==> src/rtl/seq_divider_if.sv <==
// Divide handshake between the ALU (master) and the sequential divider (slave).
interface seq_divider_if #(
  parameter int WIDTH = 32
);
  logic               signed_div_i;
  logic [WIDTH-1:0]   opdata1_i;
  logic [WIDTH-1:0]   opdata2_i;
  logic               start_i;
  logic               annul_i;
  logic [2*WIDTH-1:0] result_o;
  logic               ready_o;

  modport master (
    output signed_div_i, opdata1_i, opdata2_i, start_i, annul_i,
    input  result_o, ready_o
  );

  modport slave (
    input  signed_div_i, opdata1_i, opdata2_i, start_i, annul_i,
    output result_o, ready_o
  );
endinterface

==> src/rtl/seq_divider.sv <==
// Multi-cycle radix-2 restoring divider, signed/unsigned, result {remainder, quotient}.
// Define DIV_ZERO_FLAG_EN to add the div_zero_o status output.
module seq_divider #(
  parameter int WIDTH = 32
) (
  input  logic          clk,
  input  logic          rst,
`ifdef DIV_ZERO_FLAG_EN
  output logic          div_zero_o,
`endif
  seq_divider_if.slave  bus
);

  localparam int CW = $clog2(WIDTH + 1);

  typedef enum logic [1:0] {IDLE, DIVZERO, ON, END} state_t;

  state_t           state;
  logic [CW-1:0]    cnt;
  logic [WIDTH-1:0] dvd;
  logic [WIDTH-1:0] dvs;
  logic [WIDTH-1:0] rem;
  logic             neg_q;
  logic             neg_r;

  logic             a_neg;
  logic             b_neg;
  logic [WIDTH-1:0] a_abs;
  logic [WIDTH-1:0] b_abs;
  logic [WIDTH:0]   shifted;
  logic [WIDTH:0]   diff;
  logic [WIDTH-1:0] q_fix;
  logic [WIDTH-1:0] r_fix;

  // dvd starts as the dividend and fills with quotient bits from the right as it shifts out
  always_comb begin
    a_neg   = bus.signed_div_i & bus.opdata1_i[WIDTH-1];
    b_neg   = bus.signed_div_i & bus.opdata2_i[WIDTH-1];
    a_abs   = a_neg ? -bus.opdata1_i : bus.opdata1_i;
    b_abs   = b_neg ? -bus.opdata2_i : bus.opdata2_i;
    shifted = {rem, dvd[WIDTH-1]};
    diff    = shifted - {1'b0, dvs};
    q_fix   = neg_q ? -dvd : dvd;
    r_fix   = neg_r ? -rem : rem;
  end

  always_ff @(posedge clk) begin
    if (rst) begin
      state        <= IDLE;
      cnt          <= '0;
      dvd          <= '0;
      dvs          <= '0;
      rem          <= '0;
      neg_q        <= 1'b0;
      neg_r        <= 1'b0;
      bus.result_o <= '0;
      bus.ready_o  <= 1'b0;
`ifdef DIV_ZERO_FLAG_EN
      div_zero_o   <= 1'b0;
`endif
    end else begin
      case (state)
        IDLE: begin
          if (bus.start_i && !bus.annul_i) begin
            dvd   <= a_abs;
            dvs   <= b_abs;
            rem   <= '0;
            cnt   <= '0;
            neg_q <= a_neg ^ b_neg;
            neg_r <= a_neg;
            state <= (bus.opdata2_i == '0) ? DIVZERO : ON;
          end
        end

        DIVZERO: begin
          if (bus.annul_i) begin
            state <= IDLE;
          end else begin
            bus.result_o <= '0;
            bus.ready_o  <= 1'b1;
`ifdef DIV_ZERO_FLAG_EN
            div_zero_o   <= 1'b1;
`endif
            state        <= END;
          end
        end

        ON: begin
          if (bus.annul_i) begin
            state <= IDLE;
          end else if (cnt == CW'(WIDTH)) begin
            bus.result_o <= {r_fix, q_fix};
            bus.ready_o  <= 1'b1;
`ifdef DIV_ZERO_FLAG_EN
            div_zero_o   <= 1'b0;
`endif
            state        <= END;
          end else begin
            // A borrow in the trial subtract means restore: keep the shifted remainder
            rem <= diff[WIDTH] ? shifted[WIDTH-1:0] : diff[WIDTH-1:0];
            dvd <= {dvd[WIDTH-2:0], ~diff[WIDTH]};
            cnt <= cnt + 1'b1;
          end
        end

        END: begin
          if (!bus.start_i || bus.annul_i) begin
            bus.ready_o <= 1'b0;
`ifdef DIV_ZERO_FLAG_EN
            div_zero_o  <= 1'b0;
`endif
            state       <= IDLE;
          end
        end

        default: state <= IDLE;
      endcase
    end
  end

endmodule
==> src/flat_wrapper.sv <==
// flat-port wrapper written by rule: the top's interface ports become plain ports
module seq_divider_flat 
#(
  parameter int WIDTH = 32
)
  (clk, rst, bus_signed_div_i, bus_opdata1_i, bus_opdata2_i, bus_start_i, bus_annul_i, bus_result_o, bus_ready_o);
  seq_divider_if #(.WIDTH(WIDTH)) bus_i ();
  input  logic clk;
  input  logic rst;
  input wire logic [$bits(bus_i.signed_div_i)-1:0] bus_signed_div_i;
  input wire logic [$bits(bus_i.opdata1_i)-1:0] bus_opdata1_i;
  input wire logic [$bits(bus_i.opdata2_i)-1:0] bus_opdata2_i;
  input wire logic [$bits(bus_i.start_i)-1:0] bus_start_i;
  input wire logic [$bits(bus_i.annul_i)-1:0] bus_annul_i;
  output wire logic [$bits(bus_i.result_o)-1:0] bus_result_o;
  output wire logic [$bits(bus_i.ready_o)-1:0] bus_ready_o;
  assign bus_i.signed_div_i = bus_signed_div_i;
  assign bus_i.opdata1_i = bus_opdata1_i;
  assign bus_i.opdata2_i = bus_opdata2_i;
  assign bus_i.start_i = bus_start_i;
  assign bus_i.annul_i = bus_annul_i;
  assign bus_result_o = bus_i.result_o;
  assign bus_ready_o = bus_i.ready_o;
  seq_divider #(.WIDTH(WIDTH)) u_core (.clk(clk), .rst(rst), .bus(bus_i));
endmodule
==> config.mk <==
export PLATFORM = sky130hd
export DESIGN_NAME = seq_divider_flat
export DESIGN_NICKNAME = d
export VERILOG_FILES = /design/src/rtl/seq_divider_if.sv /design/src/rtl/seq_divider.sv /design/src/flat_wrapper.sv
export SDC_FILE = /design/constraint.sdc
export NUM_CORES = 1
export LEC_CHECK = 0
export BUFFER_PORTS_ARGS = -buffer_cell sky130_fd_sc_hd__buf_4
export CAP_MARGIN = 20
export CORE_MARGIN = 2
export CORE_UTILIZATION = 59
export DETAILED_ROUTE_END_ITERATION = 10
export GPL_ROUTABILITY_DRIVEN = 0
export PLACE_DENSITY = 0.81
export SLEW_MARGIN = 20
export SYNTH_ARGS = -nofsm -noshare
export SYNTH_HDL_FRONTEND = slang
export SYNTH_SLANG_ARGS = --single-unit
==> constraint.sdc <==
create_clock -name clk -period 3.27 [get_ports clk]
set_clock_uncertainty 0.1 [all_clocks]
set_input_delay 0.327 -clock clk [delete_from_list [all_inputs] [get_ports clk]]
set_output_delay 0.327 -clock clk [all_outputs]
set_load 0.01 [all_outputs]
==> results_dict.tcl, run 1 <==
set metrics [dict create \
    die_width_um 139 \
    period_share 0.945 \
    power_report.internal_total_mw 4.51 \
    total_switching_power_mw 3.04 \
    numCtsBuffers 17 \
    nNetsFinal 1642 \
    first_global_vias 9317 \
    path_cells "inv_1, ha_1, fa_1, nand2b_1, a21oi_1, o21ai_0, a21oi_2, a31oi_1, xor2_2, buf_12, and2_1, a31oi_1, o21ai_0" \
    type_of_the_setup_path_with_the_least_slack "reg2reg" \
    timing.critical_path.required_ns 3.47 \
    mappedNetlistArea_um2 10700 \
    top_level_ports 134 \
    power-per-cell-area_nw_per_um2 594 \
    fill_cells 1479 \
    wirelength_met1_um 13300 \
    cts_tree "yes" \
    synth_compound_area_frac 0.258 \
    start_util 0.599 \
    report.final.hold_viol_count 0 \
    wire_per_inst_um 16.0 \
    mostFrequentLayoutCell "sky130_fd_sc_hd__nand2_1" \
    grt-ovfl-total 0 \
    drt_first_iter_violations 1211 \
    synthesized_flop_and_latch_total 171 \
    utilization 0.711 \
    post_cts_hold_buffer_count 0 \
    dr.max_layer_used "met4" \
    antenna_cells_inserted 0 \
    endpoint_class_of_the_critical_path "register" \
    antenna_violations_before_repair 0 \
    post_synth_and_or_nand_nor_area_fraction 0.202 \
    synthCells 1409 \
    vias 10600 \
    met3RoutedLength_um 2360 \
    power.combinational.fraction 0.396 \
    post-route-drc-count 0 \
    worst_ir_drop_vdd_v 0.000557 \
    setup_tns_ns 0 \
    cap_violations 0 \
    final_max_slew_viols 0 \
    synth-async-reset-ratio 0 \
    yosysWarnings 0 \
    floorplan.rows 49 \
    crit_arrival_ns 3.29 \
    syn_area_per_cell_um2 7.61 \
    cellLeakagePower_nw 5.12 \
    timing_worst_slew_pin_value_ns 1.04 \
    synth-xor-area-share 0.119 \
    clock_insertion_delay_worst_skew_ns 0.43 \
    path_max_fanout 48 \
    drt_wl_total_um 28400 \
    cts_sinks 171 \
    clock_power_share 0.270 \
    drive_above_1_share 0.154 \
    slowest_stage "sky130_fd_sc_hd__fa_1" \
    worst_hold_slack_ns 0.101 \
    chipHeight_um 139 \
    clock.fmax_mhz 324 \
    path_clk_slew_ns 0.07 \
    grt_first_pass_wirelength_um 46500 \
    cts.htree.levels 4 \
    grt_start_max_net_pins 80 \
    postSynth.topFlopCell "sky130_fd_sc_hd__dfxtp_1" \
    post_synth_fa_ha_maj_area_fraction 0.0509 \
    highest_count_cells_in_the_layout_ignoring_fill_and_taps "sky130_fd_sc_hd__nand2_1, sky130_fd_sc_hd__buf_4, sky130_fd_sc_hd__dfxtp_1, sky130_fd_sc_hd__nor2_1, sky130_fd_sc_hd__o21ai_0" \
    worst_hold_path_type "in2reg" \
    placeable_core_area_um2 17900 \
    place_ws_ns 0.0716 \
    result_of_the_run "complete, no violations" \
    synth_edf_count 0 \
    groute.usage.overall 0.288 \
    max_slew_headroom 0.308 \
    power.share.switching 0.402 \
    start_kind "register" \
    ctsRootBufferMaster "sky130_fd_sc_hd__clkbuf_16" \
    final-setup-viol-count 0 \
    clockBufferDepth 2 \
    combinational_family_with_the_most_area_after_synthesis "compound AO/OA/AOI/OAI gates" \
    synth_nets 1521 \
    route.antenna.remaining_nets 0 \
    max_stage_delay_ns 0.38 \
    synth_sequential_area_ratio 0.319 \
    synthToLayoutAreaGrowth_pct 18.7 \
    period_minus_slack_ns 3.09 \
    ys_types 59 \
    power_frac_seq 0.334 \
    wl_met2_um 12400 \
    yosys-mux-area-fraction 0.00374 \
    finalWorstSetupSlack_ns 0.181 \
    hpwlAfterDp_um 21100 \
    unrepaired_setup_endpoints_after_global_routing "false" \
    firstDrtPassIters 6 \
    placement.io_buffers 133 \
    dieArea_um2 19300 \
    vias_per_cell 6.00 \
]
## synth_stat cells, types with 10 or more instances
master,n,share of area
sky130_fd_sc_hd__a21oi_1,115,0.054
sky130_fd_sc_hd__a211oi_1,32,0.022
sky130_fd_sc_hd__inv_1,56,0.020
sky130_fd_sc_hd__o21ai_0,115,0.054
sky130_fd_sc_hd__clkbuf_1,71,0.025
sky130_fd_sc_hd__nor4_1,10,0.0058
sky130_fd_sc_hd__or3_1,17,0.0099
sky130_fd_sc_hd__nor2_1,159,0.056
sky130_fd_sc_hd__ha_1,42,0.049
sky130_fd_sc_hd__nand3_1,14,0.0065
sky130_fd_sc_hd__xnor2_1,99,0.081
sky130_fd_sc_hd__or4_1,14,0.0098
sky130_fd_sc_hd__a31oi_1,11,0.0064
sky130_fd_sc_hd__o31ai_1,19,0.013
sky130_fd_sc_hd__dfxtp_1,171,0.32
sky130_fd_sc_hd__o41ai_1,16,0.013
sky130_fd_sc_hd__a32oi_1,11,0.0090
sky130_fd_sc_hd__nand2b_1,14,0.0082
sky130_fd_sc_hd__xor2_1,46,0.038
sky130_fd_sc_hd__nand2_1,182,0.064
sky130_fd_sc_hd__a21o_1,10,0.0070
sky130_fd_sc_hd__a22oi_1,50,0.035
sky130_fd_sc_hd__a22o_1,15,0.012
sky130_fd_sc_hd__nor3_1,19,0.0089
## timing repair
item | 4_1_cts | 5_1_grt
gates resized for setup | 0 | 2
endpoints found under the setup margin | 0 | 33
setup buffers | 0 | 1
## final cells by class
type	count	area, um2	area share
Timing Repair Buffer	181	1370	0.108
Sequential cell	171	3420	0.269
Multi-Input combinational cell	1103	6830	0.537
Clock inverter	15	180	0.0142
Inverter	56	210	0.0165
Clock buffer	17	425	0.0334
Tap cell	229	287	0.0225
## sequential cells by signal (all words and copies together), names as in the netlist
register             count
u_core.bus.ready_o       1
u_core.dvs              32
u_core.neg_q             1
u_core.bus.result_o     64
u_core.cnt               6
u_core.state             2
u_core.rem              32
u_core.dvd              32
u_core.neg_r             1
## cell families (layout without fill, tap and decap cells)
| family | after synthesis | after routing |
|---|---|---|
| AND/OR/NAND/NOR | 477 | 477 |
| AO/OA/AOI/OAI | 434 | 434 |
| flip-flops | 171 | 171 |
| XOR/XNOR | 145 | 145 |
| buffers and inverters | 135 | 269 |
| adder cells (fa/ha/maj) | 43 | 43 |
| multiplexers | 4 | 4 |
## path summary, 6_finish.rpt
kind / slack [ns] / to / start / cells past startpoint
min reg2reg: 0.36 / u_core.dvs[0] / u_core.dvs[0] / 2
max: 0.18 / u_core.rem[27] / u_core.dvd[31] / 13
min: 0.10 / u_core.dvs[23] / bus_opdata2_i[23] / 3
max reg2reg: 0.18 / u_core.rem[27] / u_core.dvd[31] / 13
## layer usage
metal	track usage	vias to the layer above
met2	0.434	402
met4	0.0675	0
li1	-	5250
met5	0	-
met1	0.429	4942
met3	0.0515	35
## critical path, delay by kind of cell, from the launching register on
kind,cells,cell delay (ns)
simple gates,2,0.36
fa+ha+maj,2,0.59
flops,1,0.37
xor+xnor,1,0.20
compound gates,6,1.05
buf+inv,2,0.29
## power groups by stage
stage	clock [mW]	combinational [mW]	sequential [mW]
6_report	2.04	2.99	2.52
3_3_place_gp	0	2.85	2.54
3_5_place_dp	0	2.90	2.56
2_1_floorplan	0	2.14	2.50
4_1_cts	2.06	2.93	2.51
5_1_grt	2.15	3.32	2.54
## through the flow
stage | power, mW | instances | instance area, um2
3_5_place_dp | 5.45 | 1739 | 12100
4_1_cts | 7.50 | 1771 | 12700
2_1_floorplan | 4.64 | 1409 | 10700
6_report | 7.55 | 1772 | 12700
5_1_grt | 8.01 | 1772 | 12700
3_3_place_gp | 5.39 | 1739 | 12100
Power figures use the tool's default switching activity.
==> run 2: changes to the inputs <==
--- a/config.mk
+++ b/config.mk
@@ -5,10 +5,11 @@
 export SDC_FILE = /design/constraint.sdc
 export NUM_CORES = 1
 export LEC_CHECK = 0
+export ABC_AREA = 1
 export BUFFER_PORTS_ARGS = -buffer_cell sky130_fd_sc_hd__buf_4
 export CAP_MARGIN = 20
 export CORE_MARGIN = 2
-export CORE_UTILIZATION = 59
+export CORE_UTILIZATION = 60
 export DETAILED_ROUTE_END_ITERATION = 10
 export GPL_ROUTABILITY_DRIVEN = 0
 export PLACE_DENSITY = 0.81
==> results_dict.tcl, run 2 <==
set metrics [dict create \
    timing_worst_slew_pin_value_ns 1.10 \
    start_util 0.605 \
    total_setup_buffers_inserted_after_cts 0 \
    cellLeakagePower_nw 7.06 \
    path_max_fanout 27 \
    area_used_by_multi_input_combinational_logic_um2 8160 \
    period_minus_slack_ns 2.90 \
    report.final.hold_viol_count 0 \
    clock_insertion_delay_worst_skew_ns 0.44 \
    synth_top_area_cell "sky130_fd_sc_hd__dfxtp_1" \
    yosysWarnings 0 \
    synth_top_cell_area_share 0.262 \
    top_level_ports 134 \
    placement.io_buffers 133 \
    first_global_vias 12400 \
    max_slew_headroom 0.263 \
    numCtsBuffers 17 \
    path_clk_slew_ns 0.07 \
    endpoint_class_of_the_critical_path "register" \
    vias 14300 \
    grt-ovfl-total 0 \
    mostFrequentLayoutCell "sky130_fd_sc_hd__nand2_1" \
    highest_count_cells_in_the_layout_ignoring_fill_and_taps "sky130_fd_sc_hd__nand2_1, sky130_fd_sc_hd__inv_1, sky130_fd_sc_hd__nand3_1, sky130_fd_sc_hd__dfxtp_1, sky130_fd_sc_hd__a21oi_1" \
    fill_cells 1988 \
    route.antenna.remaining_nets 0 \
    clock.fmax_mhz 345 \
    largest_register "u_core.bus.result_o" \
    hpwlAfterDp_um 29200 \
    place_ws_ns 0.449 \
    wire_per_inst_um 15.1 \
    power-per-cell-area_nw_per_um2 683 \
    cts_sinks 171 \
    cts_tree "yes" \
    synthesized_flop_and_latch_total 171 \
    flip_flop_count_of_the_largest_register_all_copies_and_words_added 64 \
    vias_per_cell 5.66 \
    utilization 0.687 \
    synth_nets 2255 \
    result_of_the_run "complete, no violations" \
    synthToLayoutAreaGrowth_pct 13.6 \
    chipHeight_um 152 \
    floorplan.rows 54 \
    drt_first_iter_violations 1608 \
    yosysMostFrequentCell "sky130_fd_sc_hd__nand2_1" \
    clockBufferDepth 2 \
    period_share 0.885 \
    syn_area_per_cell_um2 6.10 \
    drt_wl_total_um 38100 \
    grt_first_pass_wirelength_um 60500 \
    synth_sequential_area_ratio 0.262 \
    ys_types 51 \
    synth_edf_count 0 \
    setup_tns_ns 0 \
    mappedNetlistArea_um2 13100 \
    synthCells 2143 \
    placeable_core_area_um2 21600 \
    final_max_slew_viols 0 \
    post-route-cell-area_um2 14900 \
    synth-async-reset-ratio 0 \
    regArea_um2 3420 \
    firstDrtPassIters 7 \
    timing.critical_path.required_ns 3.52 \
    dieArea_um2 23000 \
    placed_area_um2 14200 \
    post_cts_hold_buffer_count 0 \
    groute.usage.overall 0.328 \
    post-route-drc-count 0 \
    cts_resized 0 \
    crit_arrival_ns 3.15 \
    yosys-top-cells-area "sky130_fd_sc_hd__dfxtp_1, sky130_fd_sc_hd__nand2_1, sky130_fd_sc_hd__inv_1" \
    worst_hold_path_type "in2reg" \
    worst_ir_drop_vdd_v 0.000553 \
    die_width_um 152 \
    type_of_the_setup_path_with_the_least_slack "reg2reg" \
    cap_violations 0 \
    final-setup-viol-count 0 \
    report.power.total_mw 10.1 \
    start_kind "register" \
    finalWorstSetupSlack_ns 0.375 \
    antenna_cells_inserted 0 \
    grt_start_max_net_pins 65 \
    cts.htree.levels 4 \
    nNetsFinal 2346 \
    drive_above_1_share 0.134 \
    unrepaired_setup_endpoints_after_global_routing "false" \
    ctsRootBufferMaster "sky130_fd_sc_hd__clkbuf_16" \
    synth_common_cells "sky130_fd_sc_hd__nand2_1, sky130_fd_sc_hd__inv_1, sky130_fd_sc_hd__nand3_1, sky130_fd_sc_hd__dfxtp_1, sky130_fd_sc_hd__a21oi_1" \
    postSynth.topFlopCell "sky130_fd_sc_hd__dfxtp_1" \
    antenna_violations_before_repair 0 \
]
==> run 2: cell count changes after synthesis, moves of 24 or more <==
cell                       delta
sky130_fd_sc_hd__a21oi_1     +44
sky130_fd_sc_hd__inv_1      +249
sky130_fd_sc_hd__xnor2_1     -82
sky130_fd_sc_hd__nand2_2     +31
sky130_fd_sc_hd__nand3_1    +210
sky130_fd_sc_hd__a22oi_1     -33
sky130_fd_sc_hd__nand2_1    +418
sky130_fd_sc_hd__a211oi_1    -32
sky130_fd_sc_hd__nand4_1     +30
sky130_fd_sc_hd__o21ai_0     -24
sky130_fd_sc_hd__clkbuf_1    -27
==> run 2: per-stage QoR <==
step                      hold WS, ns  std cells
after CTS                      0.0837       2527
after detailed placement        0.356       2495
after global routing            0.100       2527
after floorplan                 0.345       2143
after global placement          0.350       2495
final                          0.0832       2527
==> run 2: cell families after synthesis <==
| group | after synthesis | synth area share |
|---|---|---|
| flops | 171 | 0.262 |
| xor+xnor | 47 | 0.0315 |
| fa+ha+maj | 43 | 0.0417 |
| buf+inv | 387 | 0.116 |
| simple gates | 1145 | 0.393 |
| compound gates | 350 | 0.156 |
==> run 2: layout make-up <==
type / count / share of cell area
multi-input cells: 1585 / 0.549
clock buffers: 17 / 0.0286
repair buffers: 146 / 0.0746
flip-flops and latches: 171 / 0.230
clock inverters: 15 / 0.0142
well taps: 280 / 0.0236
inverters: 313 / 0.0791
==> run 2: critical path, stage by stage, from the launching register on <==
cell and delay (ns):
sky130_fd_sc_hd__dfxtp_1 0.36, sky130_fd_sc_hd__inv_1 0.09, sky130_fd_sc_hd__ha_1 0.21, sky130_fd_sc_hd__fa_1 0.41, sky130_fd_sc_hd__inv_1 0.12, sky130_fd_sc_hd__nand2_1 0.06, sky130_fd_sc_hd__nand2_1 0.07, sky130_fd_sc_hd__nand3_1 0.08
sky130_fd_sc_hd__nand2_2 0.12, sky130_fd_sc_hd__nand2_2 0.07, sky130_fd_sc_hd__nand2_2 0.08, sky130_fd_sc_hd__nand2_4 0.08, sky130_fd_sc_hd__nand3_4 0.24, sky130_fd_sc_hd__nand2_4 0.30, sky130_fd_sc_hd__nand2_1 0.16, sky130_fd_sc_hd__nand3_1 0.09
sky130_fd_sc_hd__a21oi_1 0.16
==> run 2: path summary, 6_finish.rpt <==
check                                             start                      end  slack, ns  cells past startpoint
worst max-delay path                     u_core.dvd[31]           u_core.rem[31]       0.37                     16
worst min-delay path                   bus_opdata2_i[4]            u_core.dvs[4]       0.08                      3
worst max register to register           u_core.dvd[31]           u_core.rem[31]       0.37                     16
worst min register to register  u_core.bus.result_o[36]  u_core.bus.result_o[36]       0.36                      2
==> run 2: per-layer routing <==
| metal | part of all wire | up-vias | global-route usage |
|---|---|---|---|
| li1 | - | 7136 | - |
| met1 | 0.46 | 6315 | 0.498 |
| met2 | 0.41 | 778 | 0.482 |
| met3 | 0.11 | 79 | 0.0440 |
| met4 | 0.022 | 0 | 0.0972 |
| met5 | 0 | - | 0 |
==> run 2: report_power, final <==
part | total (mW) | leakage [nW] | switching (mW) | internal [mW]
Clock | 2.21 | 0.300 | 0.978 | 1.24
Sequential | 2.72 | 1.39 | 0.337 | 2.38
Combinational | 5.21 | 5.37 | 3.64 | 1.58
